==> src/rtl/instr_fetch_unit_pkg.sv <==
// -----------------------------------------------------------------------------
// instr_fetch_unit_pkg
//   Shared definitions for the fetch unit and the instruction register side:
//   fetch FSM state encodings and default word/address widths.
// -----------------------------------------------------------------------------
package instr_fetch_unit_pkg;

  localparam int DEF_INSTR_WIDTH = 16;
  localparam int DEF_ADDR_WIDTH  = 8;

  typedef enum logic [1:0] {
    ST_IDLE  = 2'd0,
    ST_ISSUE = 2'd1,
    ST_WAIT  = 2'd2,
    ST_LOAD  = 2'd3
  } fetch_state_t;

endpackage

==> src/rtl/instr_fetch_unit_if.sv <==
// -----------------------------------------------------------------------------
// instr_fetch_unit_if
//   Instruction memory read bus between the fetch unit (master) and the
//   instruction memory (slave).
//   mem_req   : one-cycle read request
//   mem_addr  : read address
//   mem_ack   : read data valid this cycle
//   mem_rdata : read data, valid with mem_ack
// -----------------------------------------------------------------------------
interface instr_fetch_unit_if
  import instr_fetch_unit_pkg::*;
#(
  parameter int INSTR_WIDTH = DEF_INSTR_WIDTH,
  parameter int ADDR_WIDTH  = DEF_ADDR_WIDTH
);

  logic                   mem_req;
  logic [ADDR_WIDTH-1:0]  mem_addr;
  logic                   mem_ack;
  logic [INSTR_WIDTH-1:0] mem_rdata;

  modport master (output mem_req, mem_addr, input  mem_ack, mem_rdata);
  modport slave  (input  mem_req, mem_addr, output mem_ack, mem_rdata);

endinterface

==> src/rtl/instr_fetch_unit_pc.sv <==
// -----------------------------------------------------------------------------
// program_counter
//   Program counter register with load and increment.
//   clk    : rising-edge clock
//   rst    : synchronous active-high reset (pc <= RESET_PC)
//   ld     : load ld_val (has priority over inc)
//   ld_val : load value
//   inc    : increment by one, wrapping modulo 2^ADDR_WIDTH
//   pc     : current program counter
// -----------------------------------------------------------------------------
module program_counter #(
  parameter int                    ADDR_WIDTH = 8,
  parameter logic [ADDR_WIDTH-1:0] RESET_PC   = '0
) (
  input  logic                  clk,
  input  logic                  rst,
  input  logic                  ld,
  input  logic [ADDR_WIDTH-1:0] ld_val,
  input  logic                  inc,
  output logic [ADDR_WIDTH-1:0] pc
);

  logic [ADDR_WIDTH-1:0] r_pc;

  // NOTE: sequential state is written with non-blocking assignments so every
  // register samples pre-edge values regardless of process ordering.
  always_ff @(posedge clk) begin
    if (rst) begin
      r_pc <= RESET_PC;
    end else if (ld) begin
      r_pc <= ld_val;
    end else if (inc) begin
      r_pc <= r_pc + ADDR_WIDTH'(1);  // natural wrap at 2^ADDR_WIDTH
    end
  end

  assign pc = r_pc;

endmodule

==> src/rtl/instr_fetch_unit.sv <==
// -----------------------------------------------------------------------------
// instr_fetch_unit
//   Owns the PC, issues one instruction memory read per fetch request and
//   delivers the word to the instruction register with a one-cycle load
//   strobe. Supports PC redirect with squash of an in-flight read and a
//   bounded memory wait that reports a timeout.
//   clk, rst   : clock, synchronous active-high reset
//   fetch_req  : request one fetch (sampled only in IDLE)
//   pc_ld/pc_in: PC redirect
//   mem        : instruction memory read bus (master side)
//   instr_out  : fetched instruction, IR_ld : IR load strobe
//   pc_out     : current PC
//   fetch_busy : not IDLE, fetch_done : pulse with IR_ld,
//   fetch_err  : pulse on memory timeout
// -----------------------------------------------------------------------------
module instr_fetch_unit
  import instr_fetch_unit_pkg::*;
#(
  parameter int                    INSTR_WIDTH = DEF_INSTR_WIDTH,
  parameter int                    ADDR_WIDTH  = DEF_ADDR_WIDTH,
  parameter logic [ADDR_WIDTH-1:0] RESET_PC    = '0,
  parameter int                    MAX_WAIT    = 15
) (
  input  logic                   clk,
  input  logic                   rst,
  input  logic                   fetch_req,
  input  logic                   pc_ld,
  input  logic [ADDR_WIDTH-1:0]  pc_in,
  instr_fetch_unit_if.master     mem,
  output logic [INSTR_WIDTH-1:0] instr_out,
  output logic                   IR_ld,
  output logic [ADDR_WIDTH-1:0]  pc_out,
  output logic                   fetch_busy,
  output logic                   fetch_done,
  output logic                   fetch_err
);

  localparam int                CNT_W     = $clog2(MAX_WAIT + 1);
  // Value of the wait counter during the last permitted WAIT cycle.
  localparam logic [CNT_W-1:0] WAIT_LAST = CNT_W'(MAX_WAIT - 1);

  fetch_state_t           r_state;
  fetch_state_t           w_state_nxt;
  logic                   r_squash;
  logic [CNT_W-1:0]       r_wait_cnt;
  logic [INSTR_WIDTH-1:0] r_instr;
  logic                   r_fetch_err;
  logic                   w_capture;
  logic                   w_timeout;
  logic                   w_pc_inc;
  logic [ADDR_WIDTH-1:0]  w_pc;

  assign w_pc_inc = (r_state == ST_LOAD);

  program_counter #(
    .ADDR_WIDTH (ADDR_WIDTH),
    .RESET_PC   (RESET_PC)
  ) u_pc (
    .clk    (clk),
    .rst    (rst),
    .ld     (pc_ld),
    .ld_val (pc_in),
    .inc    (w_pc_inc),
    .pc     (w_pc)
  );

  always_ff @(posedge clk) begin
    if (rst) r_state <= ST_IDLE;
    else     r_state <= w_state_nxt;
  end

  // NOTE: every signal driven here gets a default first so no path leaves it
  // unassigned, which would otherwise infer a latch.
  always_comb begin
    w_state_nxt = r_state;
    w_capture   = 1'b0;
    w_timeout   = 1'b0;
    case (r_state)
      ST_IDLE:  if (fetch_req) w_state_nxt = ST_ISSUE;
      ST_ISSUE: w_state_nxt = ST_WAIT;
      ST_WAIT: begin
        if (mem.mem_ack) begin
          // A redirect seen earlier (squash) or in this very cycle makes the
          // returning word stale: drop it and refetch at the new PC.
          if (r_squash || pc_ld) begin
            w_state_nxt = ST_ISSUE;
          end else begin
            w_capture   = 1'b1;
            w_state_nxt = ST_LOAD;
          end
        end else if (r_wait_cnt == WAIT_LAST) begin
          w_timeout   = 1'b1;
          w_state_nxt = ST_IDLE;
        end
      end
      ST_LOAD:  w_state_nxt = ST_IDLE;
      default:  w_state_nxt = ST_IDLE;
    endcase
  end

  always_ff @(posedge clk) begin
    if (rst) begin
      r_squash    <= 1'b0;
      r_wait_cnt  <= '0;
      r_instr     <= '0;
      r_fetch_err <= 1'b0;
    end else begin
      // Registered so the error pulse lands in the first IDLE cycle.
      r_fetch_err <= w_timeout;

      if (w_capture) r_instr <= mem.mem_rdata;

      if (r_state == ST_ISSUE) begin
        r_wait_cnt <= '0;
      end else if (r_state == ST_WAIT && !mem.mem_ack) begin
        r_wait_cnt <= r_wait_cnt + CNT_W'(1);
      end

      // Squash is consumed by the next ack or abandoned on timeout.
      if (r_state == ST_WAIT && (mem.mem_ack || w_timeout)) begin
        r_squash <= 1'b0;
      end else if (pc_ld && (r_state == ST_ISSUE || r_state == ST_WAIT)) begin
        r_squash <= 1'b1;
      end
    end
  end

  assign mem.mem_req  = (r_state == ST_ISSUE);
  assign mem.mem_addr = w_pc;
  assign instr_out    = r_instr;
  assign IR_ld        = (r_state == ST_LOAD);
  assign fetch_done   = (r_state == ST_LOAD);
  assign fetch_busy   = (r_state != ST_IDLE);
  assign fetch_err    = r_fetch_err;
  assign pc_out       = w_pc;

endmodule

==> src/flat_wrapper.sv <==
// flat-port wrapper written by rule: the top's interface ports become plain ports
module instr_fetch_unit_flat import instr_fetch_unit_pkg::*;
#(
  parameter int                    INSTR_WIDTH = DEF_INSTR_WIDTH,
  parameter int                    ADDR_WIDTH  = DEF_ADDR_WIDTH,
  parameter logic [ADDR_WIDTH-1:0] RESET_PC    = '0,
  parameter int                    MAX_WAIT    = 15
)
  (clk, rst, fetch_req, pc_ld, pc_in, instr_out, IR_ld, pc_out, fetch_busy, fetch_done, fetch_err, mem_mem_req, mem_mem_addr, mem_mem_ack, mem_mem_rdata);
  instr_fetch_unit_if #(.INSTR_WIDTH(INSTR_WIDTH), .ADDR_WIDTH(ADDR_WIDTH)) mem_i ();
  input  logic clk;
  input  logic rst;
  input  logic fetch_req;
  input  logic pc_ld;
  input  logic [ADDR_WIDTH-1:0] pc_in;
  output logic [INSTR_WIDTH-1:0] instr_out;
  output logic IR_ld;
  output logic [ADDR_WIDTH-1:0] pc_out;
  output logic fetch_busy;
  output logic fetch_done;
  output logic fetch_err;
  output wire logic [$bits(mem_i.mem_req)-1:0] mem_mem_req;
  output wire logic [$bits(mem_i.mem_addr)-1:0] mem_mem_addr;
  input wire logic [$bits(mem_i.mem_ack)-1:0] mem_mem_ack;
  input wire logic [$bits(mem_i.mem_rdata)-1:0] mem_mem_rdata;
  assign mem_mem_req = mem_i.mem_req;
  assign mem_mem_addr = mem_i.mem_addr;
  assign mem_i.mem_ack = mem_mem_ack;
  assign mem_i.mem_rdata = mem_mem_rdata;
  instr_fetch_unit #(.INSTR_WIDTH(INSTR_WIDTH), .ADDR_WIDTH(ADDR_WIDTH), .RESET_PC(RESET_PC), .MAX_WAIT(MAX_WAIT)) u_core (.clk(clk), .rst(rst), .fetch_req(fetch_req), .pc_ld(pc_ld), .pc_in(pc_in), .mem(mem_i), .instr_out(instr_out), .IR_ld(IR_ld), .pc_out(pc_out), .fetch_busy(fetch_busy), .fetch_done(fetch_done), .fetch_err(fetch_err));
endmodule
==> config.mk <==
export PLATFORM = sky130hd
export DESIGN_NAME = instr_fetch_unit_flat
export DESIGN_NICKNAME = d
export VERILOG_FILES = /design/src/rtl/instr_fetch_unit_pkg.sv /design/src/rtl/instr_fetch_unit_if.sv /design/src/rtl/instr_fetch_unit_pc.sv /design/src/rtl/instr_fetch_unit.sv /design/src/flat_wrapper.sv
export SDC_FILE = /design/constraint.sdc
export NUM_CORES = 1
export LEC_CHECK = 0
export CORE_AREA = 2 2 62 64
export CTS_BUF_LIST = sky130_fd_sc_hd__clkbuf_16
export DETAILED_ROUTE_END_ITERATION = 10
export DIE_AREA = 0 0 64 66
export PLACE_DENSITY = 0.82
export SETUP_SLACK_MARGIN = 0.02
export SLEW_MARGIN = 20
export SYNTH_ARGS = -nofsm -noshare
export SYNTH_HDL_FRONTEND = slang
export SYNTH_SLANG_ARGS = --single-unit
export TNS_END_PERCENT = 1
==> constraint.sdc <==
create_clock -name clk -period 3.35 [get_ports clk]
set_input_delay 0.5025 -clock clk [delete_from_list [all_inputs] [get_ports clk]]
set_output_delay 0.5025 -clock clk [all_outputs]
set_load 0.02 [all_outputs]
==> impl_metrics.csv <==
group,metric,value,unit
clocking,cts_tree,"built",
clocking,hold_buffers,0,
worst_hold_path,min_path_type,"reg2reg",
detailed_routing,dr_total_vias,1389,
worst_hold_path,holdCritStartpoint,"u_core.instr_out[9]$_SDFFE_PP0P_",
worst_setup_path,arrival,1.74,ns
power_and_ir_drop,ir_worst_vdd,212.1,uV
clocking,root_buffer,"clkbuf_16",
die,die_width,64,um
timing,finalWorstSetupSlack,1.108,ns
worst_setup_path,crit_required,2.85,ns
detailed_routing,ant_nets,0,
die,rows,22,
detailed_routing,vias_per_cell,4.908,
detailed_routing,drt_iter0_markers,105,
worst_setup_path,r2r-end,"u_core.instr_out[3]$_SDFFE_PP0P_",
power_and_ir_drop,powerDensity,472.7,mW/mm2
detailed_routing,wirelength,3602,um
global_routing,grt_max_degree,20,
timing,maxSlewViolCount,0,
power_and_ir_drop,p_comb_share,21.7,%
worst_setup_path,slowest_delay,0.68,ns
global_routing,use_met1,21.45,%
worst_setup_path,path_cells,"ha_1 > clkdlybuf4s50_1",
timing,skew,0.002273,ns
detailed_routing,wl_per_cell,12.73,um
power_and_ir_drop,leakagePower,0.8200,nW
yosys,syn_avg_cell_area,8.516,um2
yosys,synth-edff-count,0,
timing,min_period_over_period,66.92,%
run_status,outcome,"finished clean",
global_routing,track_usage,17.70,%
power_and_ir_drop,switching_power,0.2881,mW
worst_setup_path,worstReg2RegStart,"u_core.r_state[0]$_SDFFE_PP0P_",
yosys,ys_async_sr_fraction,0,%
yosys,netlist_area,0.001541,mm2
place,pre_cts_ws,0.9664,ns
yosys,synth_nets,218,
yosys,yosys_most_used_dff,"dfxtp_1",
die,pin_count,66,
power_and_ir_drop,netSwitchingFraction,26.80,%
clocking,clkLatencyLatePin,0.27,ns
worst_setup_path,start_kind,"register",
cells_and_area,final.fill_count,292,
die,die_area,0.004224,mm2
clocking,clock_path_buffers,2,
clocking,post_cts_resized,0,
worst_hold_path,whs_path_depth,2,
yosys,synth-seq-cells,32,
place,dp.cells,276,
detailed_routing,dr.pass1.iters,5,
yosys,seq_area_frac_synth,41.56,%
timing,finalSetupViolations,0,
worst_setup_path,crit_type,"reg2out",
cells_and_area,area_growth,47.56,%
timing,fin_crit,2.242,ns
clocking,numCtsBuffers,5,
worst_setup_path,critPathMaxFanout,10,
timing,relSlewSlack,51.75,%
cells_and_area,drive_gt1_share,3.830,%
yosys,yosys_warnings,0,
detailed_routing,route.detailed.drc,0,
power_and_ir_drop,p_clk_share,38.8,%
global_routing,antenna_found_initial,0,
worst_setup_path,rrSetupSlack,1.57,ns
place,place_congestion,0.7530,
global_routing,grtUsageMet3,4.429,%
cells_and_area,nNetsFinal,272,
worst_setup_path,cp_slowest_cell,"clkdlybuf4s50_1",
worst_setup_path,reg2regPathDepth,5,
global_routing,grt_pass1_vias,1283,
worst_setup_path,end_kind,"primary output",
yosys,synth_cells,181,
timing,finalHoldViolations,0,
cells_and_area,layout.cells.non_filler,283,
power_and_ir_drop,internal_power,0.7871,mW
cells_and_area,antenna_cells,0,
clocking,cts_max_level,2,
run,max_cap_viol_count,0,
clocking,clkSinkCount,32,
die,die_h,66,um
worst_hold_path,whs_endpoint,"u_core.instr_out[9]$_SDFFE_PP0P_",
cells_and_area,finish.utilization,64.06,%
global_routing,top_usage_layer,"met2",
place,dpl.hpwl,2536,um
global_routing,use_met2,29.95,%
global_routing,grt_overflow,0,
clocking,clk_pin_slew,0.05,ns
timing,finalSetupTns,0,ns
timing,rsz0062_at_grt,"false",
die,start_util,43.41,%
global_routing,grt_pass1_wl,5858,um
place,portBuffers,65,
timing,worst_pin_slew,0.7214,ns
clocking,cts_setup_buffers,0,
yosys,ys_types,35,
power_and_ir_drop,pwr-share-seq,39.5,%
die,design.core.area,0.003551,mm2
timing,fmax,446.1,MHz
state kept, by name, indices dropped and copies added (netlist names):
| signal | count |
|---|---|
| u_core.r_state | 2 |
| u_core.instr_out | 16 |
| u_core.r_squash | 1 |
| u_core.fetch_err | 1 |
| u_core.r_wait_cnt | 4 |
| u_core.u_pc.pc | 8 |
power groups by stage:
stage	Clock (mW)	Sequential, mW	Combinational, mW
2_1_floorplan	0	0.440	0.125
3_3_place_gp	0	0.431	0.229
3_5_place_dp	0	0.431	0.231
4_1_cts	0.422	0.424	0.236
5_1_grt	0.446	0.427	0.254
6_report	0.417	0.424	0.233
kinds of logic (layout without fill, tap and decap cells):
kind of cell | after synthesis | count (layout) | share of synthesized area (%)
AO/OA/AOI/OAI | 40 | 40 | 16.48
flip-flops | 32 | 32 | 41.56
AND/OR/NAND/NOR | 65 | 65 | 20.45
XOR/XNOR | 6 | 6 | 3.409
adder cells (fa/ha/maj) | 8 | 8 | 6.494
multiplexers | 3 | 3 | 2.029
buffers and inverters | 27 | 81 | 9.578
cells in the final DEF (no fill, tap or decap), drive strengths merged:
cell,Yosys,layout
a2111oi,1,1
a211oi,7,7
a21o,2,2
a21oi,21,21
and2b,1,1
and4bb,1,1
buf,15,1
clkbuf,4,5
clkdlybuf4s50,0,65
clkinv,0,2
dfxtp,32,32
ha,8,8
inv,8,8
mux2,1,1
mux2i,2,2
nand2,34,34
nand2b,4,4
nand3,5,5
nand3b,1,1
nand4,3,3
nand4bb,1,1
nor2,5,5
nor2b,1,1
nor3,5,5
nor3b,2,2
o211ai,1,1
o21a,3,3
o21ai,1,1
o221ai,1,1
o31a,2,2
o32ai,1,1
or2,1,1
or3,1,1
xnor2,2,2
xor2,4,4
area by class of cell:
cell class	count	area, um2	share of cell area, %
timing repair buffer	66	658.1	28.93
tap	48	60.06	2.640
multi-input combinational	122	753.2	33.11
clock inverter	2	7.507	0.3300
inverter	8	30.03	1.320
sequential	32	640.6	28.16
clock buffer	5	125.1	5.501
critical path: cells and delay by family (launching register included):
kind	cells	cell delay, ns
flip-flops	1	0.38
buffers and inverters	1	0.68
adder cells (fa/ha/maj)	1	0.40
per-layer routing:
metal  vias to the layer above  share of wire, %  wire (um)
li1                        716                 -          -
met1                       624                44       1569
met2                        45                50       1786
met3                         4               5.7        206
met4                         0               1.1         40
met5                         -                 0          0
synth_stat cells (2+ instances only):
master    instances  area share (%)
nor3b_1           2            0.97
nand2b_1          4             1.6
ha_1              8             6.5
a211oi_1          7             3.4
nand3_1           5             1.6
xnor2_1           2             1.1
xor2_1            4             2.3
o21a_1            3             1.5
nor3_1            5             1.6
clkbuf_1          4            0.97
dfxtp_1          32              42
o31a_1            2             1.1
mux2i_1           2             1.3
buf_4            11             5.4
a21oi_1          21             6.8
nand4_1           3             1.2
buf_2             4             1.3
inv_1             8             1.9
nor2_1            5             1.2
nand2_1          34             8.3
how the worst max path moves through the flow:
stage,to,from
floorplan,u_core.u_pc.pc[5]$_SDFFE_PP0P_,u_core.r_state[0]$_SDFFE_PP0P_
global placement,u_core.instr_out[1]$_SDFFE_PP0P_,pc_ld
detailed placement,u_core.instr_out[7]$_SDFFE_PP0P_,pc_ld
CTS,fetch_done,u_core.r_state[1]$_SDFFE_PP0P_
global route,IR_ld,u_core.r_state[1]$_SDFFE_PP0P_
finish,fetch_done,u_core.r_state[1]$_SDFFE_PP0P_
through the flow:
| stage | hold slack (ns) | power [mW] | cell area [um2] |
|---|---|---|---|
| after floorplan | 0.4678 | 0.5649 | 1541 |
| after global placement | 0.4412 | 0.6594 | 2142 |
| after detailed placement | 0.4489 | 0.6615 | 2142 |
| after CTS | 0.4557 | 1.082 | 2275 |
| after global routing | 0.4726 | 1.127 | 2275 |
| final | 0.4542 | 1.075 | 2275 |
Note: power is estimated with default switching activity, not from simulation.
